File: config.mk
export PLATFORM = sky130hd
export DESIGN_NAME = pc_fetch_ctrl
export DESIGN_NICKNAME = d
export VERILOG_FILES = /design/src/rtl/pc_fetch_ctrl_pkg.sv /design/src/rtl/pc_fetch_ctrl_next_mux.sv /design/src/rtl/pc_fetch_ctrl.sv
export SDC_FILE = /design/constraint.sdc
export NUM_CORES = 1
export LEC_CHECK = 0
export BUFFER_PORTS_ARGS = -buffer_cell sky130_fd_sc_hd__buf_2
export CORE_MARGIN = 2
export CORE_UTILIZATION = 49
export DETAILED_ROUTE_END_ITERATION = 8
export PLACE_DENSITY = 0.84
export SYNTH_ARGS = -nofsm -noshare
export SYNTH_HDL_FRONTEND = slang
export SYNTH_SLANG_ARGS = --single-unit
export TNS_END_PERCENT = 50
File: constraint.sdc
create_clock -name clk -period 4.7 [get_ports clk]
set_input_delay 0.47 -clock clk [delete_from_list [all_inputs] [get_ports clk]]
set_output_delay 0.47 -clock clk [all_outputs]
set_load 0.01 [all_outputs]
File: src/rtl/pc_fetch_ctrl_pkg.sv
// pc_fetch_ctrl_pkg
//   Shared definitions for the IF-stage fetch controller and the branch unit:
//   PC_SRC encodings (must match the branch unit), branch type codes, the
//   fetch FSM state type and the next-PC select codes used by pc_next_mux.
package pc_fetch_ctrl_pkg;

   // PC source select driven by the branch unit alongside B_TAKE
   localparam logic [1:0] PC_SRC_NORM  = 2'b00;
   localparam logic [1:0] PC_SRC_FW    = 2'b01;
   localparam logic [1:0] PC_SRC_DATAB = 2'b10;
   localparam logic [1:0] PC_SRC_RSVD  = 2'b11;  // treated as NORM

   // Branch type codes shared with the branch unit
   typedef enum logic [2:0] {
      BR_NONE = 3'd0,
      BR_JMP  = 3'd1,
      BR_JC   = 3'd2,
      BR_JZ   = 3'd3,
      BR_CALL = 3'd4,
      BR_RET  = 3'd5,
      BR_RTI  = 3'd6
   } br_type_e;

   typedef enum logic [1:0] {
      S_RESET  = 2'b00,
      S_RUN    = 2'b01,
      S_INTVEC = 2'b10
   } fetch_state_e;

   typedef enum logic [2:0] {
      NXT_HOLD  = 3'd0,
      NXT_INC   = 3'd1,
      NXT_FW    = 3'd2,
      NXT_DATAB = 3'd3,
      NXT_MEM   = 3'd4
   } pc_sel_e;

   // Only FW and DataB sources redirect; NORM and the reserved code fall through
   function automatic logic is_redirect(input logic b_take, input logic [1:0] pc_src);
      return b_take && ((pc_src == PC_SRC_FW) || (pc_src == PC_SRC_DATAB));
   endfunction

endpackage

File: src/rtl/pc_fetch_ctrl_next_mux.sv
// pc_next_mux
//   Combinational next-PC selector.
//   sel_i       : next-PC source select
//   pc_i        : current PC (hold value)
//   inc_i       : PC + 1
//   fw_target_i : forwarded jump/call/branch target
//   data_b_i    : return address popped from memory
//   imem_data_i : vector word read from instruction memory
//   pc_next_o   : selected next PC
module pc_next_mux
   import pc_fetch_ctrl_pkg::*;
#(
   parameter int unsigned ADDR_W = 8
) (
   input  pc_sel_e           sel_i,
   input  logic [ADDR_W-1:0] pc_i,
   input  logic [ADDR_W-1:0] inc_i,
   input  logic [ADDR_W-1:0] fw_target_i,
   input  logic [ADDR_W-1:0] data_b_i,
   input  logic [ADDR_W-1:0] imem_data_i,
   output logic [ADDR_W-1:0] pc_next_o
);

   always_comb begin
      pc_next_o = pc_i;
      case (sel_i)
         NXT_HOLD:  pc_next_o = pc_i;
         NXT_INC:   pc_next_o = inc_i;
         NXT_FW:    pc_next_o = fw_target_i;
         NXT_DATAB: pc_next_o = data_b_i;
         NXT_MEM:   pc_next_o = imem_data_i;
         default:   pc_next_o = pc_i;
      endcase
   end

endmodule

File: src/rtl/pc_fetch_ctrl.sv
// pc_fetch_ctrl
//   IF-stage program counter owner. Runs the reset-vector and interrupt-vector
//   load sequences, applies branch-unit redirects and flushes IF/ID on every
//   redirect or vector load.
//   clk, rst            : clock, synchronous active-high reset
//   b_take, pc_src      : branch decision from the EX-stage branch unit
//   fw_target, data_b   : redirect targets (forwarded target / popped return)
//   stall, intr         : hazard stall, external interrupt request
//   imem_data/imem_addr : instruction memory read port (combinational read)
//   pc_out, pc_plus1    : current PC and PC+1
//   fetch_valid         : fetch is meaningful (RUN only)
//   flush_if_id         : squash IF/ID this cycle
//   int_ret_pc, int_ack : saved PC at interrupt entry, vector-load pulse
module pc_fetch_ctrl
   import pc_fetch_ctrl_pkg::*;
#(
   parameter int unsigned       ADDR_W         = 8,
   parameter logic [ADDR_W-1:0] RESET_VEC_ADDR = ADDR_W'(0),
   parameter logic [ADDR_W-1:0] INT_VEC_ADDR   = ADDR_W'(1)
) (
   input  logic              clk,
   input  logic              rst,
   input  logic              b_take,
   input  logic [1:0]        pc_src,
   input  logic [ADDR_W-1:0] fw_target,
   input  logic [ADDR_W-1:0] data_b,
   input  logic              stall,
   input  logic              intr,
   input  logic [ADDR_W-1:0] imem_data,
   output logic [ADDR_W-1:0] imem_addr,
   output logic [ADDR_W-1:0] pc_out,
   output logic [ADDR_W-1:0] pc_plus1,
   output logic              fetch_valid,
   output logic              flush_if_id,
   output logic [ADDR_W-1:0] int_ret_pc,
   output logic              int_ack
);

   fetch_state_e      state_q;
   logic [ADDR_W-1:0] pc_q, pc_d;
   logic [ADDR_W-1:0] int_ret_q;
   logic              int_pend_q;
   logic              int_ack_q;
   logic              enter_int;
   pc_sel_e           sel;

   assign pc_plus1   = pc_q + ADDR_W'(1);
   assign pc_out     = pc_q;
   assign int_ret_pc = int_ret_q;
   assign int_ack    = int_ack_q;

   // Outputs are forced to their reset values while rst is held so the
   // pipeline sees a clean squash even before the first reset edge lands.
   always_comb begin
      sel         = NXT_HOLD;
      imem_addr   = RESET_VEC_ADDR;
      fetch_valid = 1'b0;
      flush_if_id = 1'b1;
      enter_int   = 1'b0;
      if (!rst) begin
         case (state_q)
            S_RESET: sel = NXT_MEM;
            S_RUN: begin
               imem_addr   = pc_q;
               fetch_valid = 1'b1;
               if (is_redirect(b_take, pc_src)) begin
                  sel = (pc_src == PC_SRC_FW) ? NXT_FW : NXT_DATAB;
               end else if (stall) begin
                  flush_if_id = 1'b0;
               end else if (int_pend_q) begin
                  enter_int = 1'b1;
               end else begin
                  sel         = NXT_INC;
                  flush_if_id = 1'b0;
               end
            end
            S_INTVEC: begin
               imem_addr = INT_VEC_ADDR;
               sel       = NXT_MEM;
            end
            default: ;
         endcase
      end
   end

   pc_next_mux #(.ADDR_W(ADDR_W)) u_next_mux (
      .sel_i       (sel),
      .pc_i        (pc_q),
      .inc_i       (pc_plus1),
      .fw_target_i (fw_target),
      .data_b_i    (data_b),
      .imem_data_i (imem_data),
      .pc_next_o   (pc_d)
   );

   always_ff @(posedge clk) begin
      if (rst) begin
         state_q    <= S_RESET;
         pc_q       <= '0;
         int_pend_q <= 1'b0;
         int_ret_q  <= '0;
         int_ack_q  <= 1'b0;
      end else begin
         pc_q      <= pc_d;
         int_ack_q <= 1'b0;
         case (state_q)
            S_RESET: state_q <= S_RUN;
            S_RUN: begin
               if (enter_int) begin
                  state_q    <= S_INTVEC;
                  int_ret_q  <= pc_q;
                  // a request on the entry cycle re-arms rather than being lost
                  int_pend_q <= intr;
               end else begin
                  int_pend_q <= int_pend_q | intr;
               end
            end
            S_INTVEC: begin
               state_q    <= S_RUN;
               int_ack_q  <= 1'b1;
               int_pend_q <= int_pend_q | intr;
            end
            default: state_q <= S_RESET;
         endcase
      end
   end

endmodule
==> Implementation_results.wiki, run 1 <==
{| class="wikitable"
! Metric !! Value
|-
| Static leakage || 0.843 nW
|-
| Class of the worst hold path || input port to register
|-
| Initial Util || 50.5%
|-
| Diode count || 0
|-
| Detail Placement HPWL || 2.61 mm
|-
| Kind of critical path || register to output pin
|-
| Cell count after placement || 247
|-
| Max H-tree Level || 1
|-
| I/O pin count || 66
|-
| Total Wirelength || 3.37 mm
|-
| Fill cell total of the finished layout || 232
|-
| Setup_tns || 0 ns
|-
| Final worst hold slack || 0.426 ns
|-
| CP endpoint || imem_addr[0]
|-
| Reg2reg path depth || 6
|-
| Hold buffers post-CTS || 0
|-
| Count of non-filler cells in the finished layout || 251
|-
| Max VDD drop || 279 uV
|-
| Clock sinks || 20
|-
| Max Slew Vio Count || 0
|-
| Number of setup violations in the final report || 0
|-
| CTS tree || done
|-
| Data arrival time of the critical path || 1.91 ns
|-
| Worst-case setup margin in the final layout || 2.32 ns
|-
| Aggregate global routing overflow || 0
|-
| Die extent in y || 56.6 um
|-
| Multi-input logic area || 901 um2
|-
| Number of max-cap violations || 0
|-
| Total of warnings raised by yosys || 0
|-
| Overall track demand over capacity in global routing || 21.9%
|-
| FF-to-FF End || int_pend_q$_SDFFE_PP0N_
|-
| Post-synthesis instance area || 1360 um2
|-
| Residual DRC || 0
|-
| Clock latency at the later pin of the worst-skew pair || 0.29 ns
|-
| Shortest period the worst path allows || 2.38 ns
|-
| Clock group share of total power || 13.1%
|-
| Area growth from synthesis to final layout || 26.6%
|-
| Crit Reg-Reg Startpoint || state_q[1]$_SDFFE_PP0P_
|-
| Clock skew || 0.00235 ns
|-
| Sw Pwr || 337 uW
|-
| Length of routed met2 wiring || 1.59 mm
|-
| Post-synth net total || 197
|-
| Register clock-pin slew on the reported worst setup and hold paths || 0.11 ns
|-
| DP Worst Slack || 2.33 ns
|-
| Post-DRT Antenna Nets || 0
|-
| Mean post-synth cell area || 8.53 um2
|-
| Via/cell ratio || 5.35
|-
| Data required time of the critical path || 4.23 ns
|-
| Global-route wire length before repair || 5.64 mm
|-
| Fraction of layout cells with a size suffix above 1 || 40.9%
|-
| Violation count after the first detailed-routing iteration || 45
|-
| Period utilization || 50.6%
|-
| Run status || completed
|-
| Endpoints failing hold || 0
|-
| Total CTS buffers || 3
|-
| Least-Margin Pin Slew || 0.577 ns
|-
| Largest net degree at the start of global routing || 25
|-
| Crit path max fanout || 11
|-
| Highest signal layer in the routed design || met4
|-
| Commonest non-fill, non-tap cell in the layout || sky130_fd_sc_hd__buf_2
|-
| Post-synthesis cell type count || 37
|-
| Placement row count || 19
|-
| Tightest slew margin relative to the limit || 61.5%
|-
| Crit path launch type || register
|-
| Max frequency || 0.421 GHz
|-
| Count of vias placed by the detailed router || 1343
|-
| Gate Count Post-Synth || 159
|-
| Die Area || 3200 um2
|-
| Most frequent cells in the layout || 65 x sky130_fd_sc_hd__buf_2, 20 x sky130_fd_sc_hd__nor2_1, 20 x sky130_fd_sc_hd__dfxtp_1
|-
| Final Util || 63.9%
|-
| Sort of element at the end of the critical path || output pin
|-
| Setup repair after global routing missed its margin || no
|-
| Number of register bits inferred by synthesis || 20
|-
| Root Driver || sky130_fd_sc_hd__clkbuf_4
|-
| Metal-1 WL || 1.47 mm
|-
| R2r setup slk || 2.41 ns
|-
| Length of routed met3 wiring || 257 um
|-
| Initial antenna violation count || 0
|-
| DRT Pass-1 Iters || 4
|-
| Switching share of power || 44.3%
|-
| Start point of the critical path || state_q[1]$_SDFFE_PP0P_
|-
| Via count of the first global-routing pass || 1278
|-
| # Post-CTS Setup Buffers || 0
|-
| Power per cell area || 443 nW/um2
|-
| CTS resizes || 0
|-
| Part of the total power dissipated in sequential elements || 35.6%
|-
| Total internal power || 424 uW
|-
| Register Area || 400 um2
|-
| Sequential fraction of the synthesis area || 29.5%
|-
| Width of the chip || 56.6 um
|-
| Area of the core || 2690 um2
|-
| NumNets Final || 259
|-
| Mean routed wirelength per cell || 13.4 um
|-
| Quantity of I/O buffers inserted on ports || 65
|-
| Routability congestion estimate || 0.836
|-
| Portion of total power attributed to combinational logic || 51.3%
|-
| Number of buffers on the longest clock path || 2
|}
synth_stat cells:
cell type | count | area [um2]
sky130_fd_sc_hd__dfxtp_1 | 20 | 400
sky130_fd_sc_hd__nor2_1 | 20 | 75.1
sky130_fd_sc_hd__nand2_1 | 18 | 67.6
sky130_fd_sc_hd__mux2i_1 | 10 | 100
sky130_fd_sc_hd__and2_1 | 8 | 50.1
sky130_fd_sc_hd__nand3_1 | 8 | 40.0
sky130_fd_sc_hd__ha_1 | 7 | 87.6
sky130_fd_sc_hd__a21oi_1 | 5 | 25.0
sky130_fd_sc_hd__clkbuf_1 | 5 | 18.8
sky130_fd_sc_hd__mux2_2 | 5 | 56.3
sky130_fd_sc_hd__nor2_2 | 5 | 31.3
sky130_fd_sc_hd__a211oi_2 | 4 | 50.1
sky130_fd_sc_hd__inv_1 | 4 | 15.0
sky130_fd_sc_hd__nor2b_1 | 4 | 25.0
sky130_fd_sc_hd__xnor2_1 | 4 | 35.0
sky130_fd_sc_hd__a221oi_1 | 2 | 17.5
sky130_fd_sc_hd__a31oi_1 | 2 | 12.5
sky130_fd_sc_hd__buf_2 | 2 | 10.0
sky130_fd_sc_hd__nand2b_1 | 2 | 12.5
sky130_fd_sc_hd__nor4_2 | 2 | 25.0
sky130_fd_sc_hd__o211ai_1 | 2 | 15.0
sky130_fd_sc_hd__o21ai_0 | 2 | 10.0
sky130_fd_sc_hd__o22ai_1 | 2 | 12.5
sky130_fd_sc_hd__o2bb2ai_1 | 2 | 17.5
sky130_fd_sc_hd__xor2_1 | 2 | 17.5
sky130_fd_sc_hd__and4_1 | 1 | 8.76
sky130_fd_sc_hd__buf_6 | 1 | 11.3
sky130_fd_sc_hd__nand2_2 | 1 | 6.26
sky130_fd_sc_hd__nand3b_1 | 1 | 7.51
sky130_fd_sc_hd__nand4_1 | 1 | 6.26
sky130_fd_sc_hd__nor3_1 | 1 | 5.00
sky130_fd_sc_hd__nor3_4 | 1 | 16.3
sky130_fd_sc_hd__nor3b_2 | 1 | 12.5
sky130_fd_sc_hd__o21a_1 | 1 | 7.51
sky130_fd_sc_hd__or3_4 | 1 | 11.3
sky130_fd_sc_hd__or3b_1 | 1 | 8.76
sky130_fd_sc_hd__xnor2_4 | 1 | 27.5
through the flow:
step           power, mW  cell area, um2
3_3_place_gp       0.656            1680
5_1_grt            0.827            1720
2_1_floorplan      0.536            1360
4_1_cts            0.764            1720
6_report           0.761            1720
3_5_place_dp       0.661            1680
layout make-up:
| class | instances | share of cell area [%] |
|---|---|---|
| multi-input cells | 127 | 52.5 |
| well taps | 31 | 2.26 |
| inverters | 4 | 0.875 |
| flip-flops and latches | 20 | 23.3 |
| clock buffers | 4 | 2.11 |
| repair buffers | 65 | 19.0 |
registers in the layout, indices dropped and copies added, names as in the netlist:
register and cells:
state_q 2, int_ack 1, pc_out 8, int_pend_q 1, int_ret_pc 8
power groups by stage:
| stage | Clock, mW | Combinational (mW) | Sequential, mW |
|---|---|---|---|
| 2_1_floorplan | 0 | 0.271 | 0.265 |
| 3_3_place_gp | 0 | 0.383 | 0.273 |
| 3_5_place_dp | 0 | 0.388 | 0.273 |
| 4_1_cts | 0.103 | 0.391 | 0.270 |
| 5_1_grt | 0.110 | 0.438 | 0.279 |
| 6_report | 0.0996 | 0.391 | 0.271 |
worst min-delay path by stage:
stage | endpoint | cells past startpoint | start | slack (ns)
after CTS | pc_out[6]$_SDFFE_PP0P_ | 3 | imem_data[6] | 0.42
final | int_pend_q$_SDFFE_PP0N_ | 3 | intr | 0.43
after global placement | int_ret_pc[0]$_SDFFE_PP0P_ | 2 | int_ret_pc[0]$_SDFFE_PP0P_ | 0.47
after floorplan | int_pend_q$_SDFFE_PP0N_ | 2 | int_pend_q$_SDFFE_PP0N_ | 0.46
after global routing | pc_out[6]$_SDFFE_PP0P_ | 3 | imem_data[6] | 0.42
after detailed placement | int_ret_pc[0]$_SDFFE_PP0P_ | 2 | int_ret_pc[0]$_SDFFE_PP0P_ | 0.47
worst max-delay path: stages, from the launching register on:
cell and delay (ns):
sky130_fd_sc_hd__dfxtp_1 0.36, sky130_fd_sc_hd__inv_1 0.11, sky130_fd_sc_hd__ha_1 0.23, sky130_fd_sc_hd__nor2b_1 0.51, sky130_fd_sc_hd__a21oi_1 0.16, sky130_fd_sc_hd__nor2b_1 0.12
sky130_fd_sc_hd__buf_2 0.13
routing by layer:
| metal | up-vias | GRT usage, % |
|---|---|---|
| li1 | 672 | - |
| met1 | 601 | 30.1 |
| met2 | 64 | 34.9 |
| met3 | 6 | 3.23 |
| met4 | 0 | 7.48 |
| met5 | - | 0 |
logic make-up after synthesis:
group                    Yosys count  synth area share [%]
AO/OA/AOI/OAI                     22                  12.4
XOR/XNOR                           7                  5.90
adder cells (fa/ha/maj)            7                  6.46
buffers and inverters             12                  4.06
flip-flops                        20                  29.5
multiplexers                      15                  11.5
AND/OR/NAND/NOR                   76                  30.2
No activity file was read; power rests on OpenSTA's default activity.
==> run 2: changes to the inputs <==
--- a/config.mk
+++ b/config.mk
@@ -7,9 +7,9 @@
 export LEC_CHECK = 0
 export BUFFER_PORTS_ARGS = -buffer_cell sky130_fd_sc_hd__buf_2
 export CORE_MARGIN = 2
-export CORE_UTILIZATION = 49
+export CORE_UTILIZATION = 41
 export DETAILED_ROUTE_END_ITERATION = 8
-export PLACE_DENSITY = 0.84
+export PLACE_DENSITY = 0.75
 export SYNTH_ARGS = -nofsm -noshare
 export SYNTH_HDL_FRONTEND = slang
 export SYNTH_SLANG_ARGS = --single-unit
==> constraint.sdc (replaced) <==
create_clock -name clk -period 2.1 [get_ports clk]
set_input_delay 0.21 -clock clk [delete_from_list [all_inputs] [get_ports clk]]
set_output_delay 0.21 -clock clk [all_outputs]
set_load 0.01 [all_outputs]
==> run 2 against run 1 <==
Against the previous run:
- combinational power grew to 2.5 times the previous value
- register-to-register slack lost 2.2 ns
- die area rose by 18%
- global-route usage down 1.5 points
- flip-flop and latch count stayed put
- wire length up 11%
- final cell count up 8.0%
- clock skew hardly changed
- critical path type is now register to register
==> Implementation_results.wiki, run 2 (same netlist as run 1, synthesis figures left out) <==
{| class="wikitable"
! Metric !! Value
|-
| Hold buffers post-CTS || 0 (unchanged)
|-
| Area growth from synthesis to final layout || 33.8%
|-
| Global-route wire length before repair || 5.70 mm (+1.1%)
|-
| Die extent in y || 61.5 um (+8.7%)
|-
| Delay of the slowest cell on the worst path || 0.37 ns (-0.14 ns)
|-
| Residual DRC || 0 (unchanged)
|-
| Kind of critical path || register to register
|-
| Library cell contributing the largest single delay on the critical path || sky130_fd_sc_hd__dfxtp_1
|-
| Aggregate global routing overflow || 0 (unchanged)
|-
| Placement row count || 20 (+1)
|-
| Post-DRT Antenna Nets || 0 (unchanged)
|-
| Crit path max fanout || 6 (-5)
|-
| Least-Margin Pin Slew || 0.358 ns (-0.219 ns)
|-
| Class of the worst hold path || input port to register
|-
| Clock skew || 0.00269 ns (+0.000342 ns)
|-
| Power per cell area || 1030 nW/um2 (+130%)
|-
| DRT Pass-1 Iters || 4 (unchanged)
|-
| Max frequency || 0.522 GHz
|-
| Endpoints failing hold || 0 (unchanged)
|-
| R2r setup slk || 0.18 ns (-2.23 ns)
|-
| Total power of the final layout || 1.87 mW (+150%)
|-
| Most frequent cells in the layout || 65 x sky130_fd_sc_hd__buf_2, 20 x sky130_fd_sc_hd__nor2_1, 20 x sky130_fd_sc_hd__dfxtp_1
|-
| # Post-CTS Setup Buffers || 0 (unchanged)
|-
| Largest net degree at the start of global routing || 14 (-44%)
|-
| Overall track demand over capacity in global routing || 20.4% (-1.5 points)
|-
| Quantity of I/O buffers inserted on ports || 65 (unchanged)
|-
| Diode count || 0 (unchanged)
|-
| Run status || completed
|-
| Initial antenna violation count || 0 (unchanged)
|-
| Clock latency at the later pin of the worst-skew pair || 0.30 ns (about the same)
|-
| Max Slew Vio Count || 0 (unchanged)
|-
| NumNets Final || 266 (+2.7%)
|-
| Period utilization || 91.2%
|-
| Static leakage || 0.886 nW (+5.0%)
|-
| Max VDD drop || 429 uV (+54%)
|-
| Crit path launch type || register
|-
| Via count of the first global-routing pass || 1253 (-2.0%)
|-
| Shortest period the worst path allows || 1.92 ns
|-
| Total CTS buffers || 3 (unchanged)
|-
| Width of the chip || 61.5 um (+8.7%)
|-
| Number of buffers on the longest clock path || 2 (unchanged)
|-
| Total Wirelength || 3.75 mm (+11%)
|-
| CTS tree || done
|-
| Register clock-pin slew on the reported worst setup and hold paths || 0.12 ns (about the same)
|-
| Die Area || 3780 um2 (+18%)
|-
| Setup repair after global routing missed its margin || no
|-
| Number of setup violations in the final report || 0 (unchanged)
|-
| Setup_tns || 0 ns (unchanged)
|-
| Clock sinks || 20 (unchanged)
|-
| Area of the core || 3100 um2 (+16%)
|-
| Max H-tree Level || 1 (unchanged)
|-
| Mean routed wirelength per cell || 13.8 um (+3.1%)
|-
| Tightest slew margin relative to the limit || 76.1% (+15 points)
|-
| Initial Util || 43.7% (-6.8 points)
|-
| Sort of element at the end of the critical path || register
|-
| Number of max-cap violations || 0 (unchanged)
|-
| I/O pin count || 66 (unchanged)
|-
| Root Driver || sky130_fd_sc_hd__clkbuf_4
|-
| Data required time of the critical path || 2.32 ns (-1.91 ns)
|-
| Violation count after the first detailed-routing iteration || 55 (+22%)
|-
| Chain of cells forming the critical path || inv_1, ha_2, nor3b_4, nand2_2, nor3_4, a221oi_1, nor4_2
|-
| CTS resizes || 0 (unchanged)
|-
| Count of vias placed by the detailed router || 1388 (+3.4%)
|-
| Routability congestion estimate || 0.888 (+6.2%)
|-
| Data arrival time of the critical path || 2.14 ns (+0.23 ns)
|-
| Detail Placement HPWL || 2.90 mm (+11%)
|-
| Fraction of layout cells with a size suffix above 1 || 44.1% (+3.1 points)
|-
| Commonest non-fill, non-tap cell in the layout || sky130_fd_sc_hd__buf_2
|-
| Via/cell ratio || 5.12 (-4.3%)
|}
## run 2: power breakdown
part	internal, mW	switching, mW	total (mW)
clock	0.193	0.126	0.318
sequential	0.461	0.104	0.564
combinational	0.428	0.556	0.985
total	1.08	0.786	1.87
## run 2: per-stage QoR
step | hold slack (ns) | util, % | instance area [um2] | setup slack (ns) | std cells
after floorplan | 0.293 | - | 1360 | 0.418 | 159
after global placement | 0.472 | 56.4 | 1750 | 0.240 | 267
after detailed placement | 0.477 | 56.4 | 1750 | 0.202 | 267
after CTS | 0.143 | 58.1 | 1800 | 0.164 | 271
after global routing | 0.143 | 58.5 | 1810 | 0.0393 | 271
final | 0.153 | 58.5 | 1810 | 0.184 | 271
## run 2: final timing paths
check / depth (start not counted) / to / from
max: 7 / pc_out[4]$_SDFFE_PP0P_ / state_q[1]$_SDFFE_PP0P_
max reg2reg: 7 / pc_out[4]$_SDFFE_PP0P_ / state_q[1]$_SDFFE_PP0P_
min: 3 / int_pend_q$_SDFFE_PP0N_ / intr
min reg2reg: 2 / int_ret_pc[0]$_SDFFE_PP0P_ / int_ret_pc[0]$_SDFFE_PP0P_
## run 2: worst max-delay path: cells and delay by family, from the launching register on
| family | cells | cell delay [ns] |
|---|---|---|
| and+or+nand+nor | 4 | 0.97 |
| DFF | 1 | 0.37 |
| adders and majority gates | 1 | 0.23 |
| AOI/OAI and AO/OA | 1 | 0.14 |
| buffers and inverters | 1 | 0.12 |
## run 2: final cells by class
cell class	instances	area, um2
inverter	4	15.0
timing repair buffer	72	378
fill	318	1290
clock inverter	1	30.0
multi-input combinational	127	913
tap	44	55.1
clock buffer	3	22.5
sequential	20	400
## run 2: layer usage
metal  up-vias  global-route usage (%)  wire, um
met2        63                    35.5      1780
met5         -                       0         0
met4         0                    6.38        27
met1       635                    26.7      1630
li1        688                       -         -
met3         2                    1.68       312
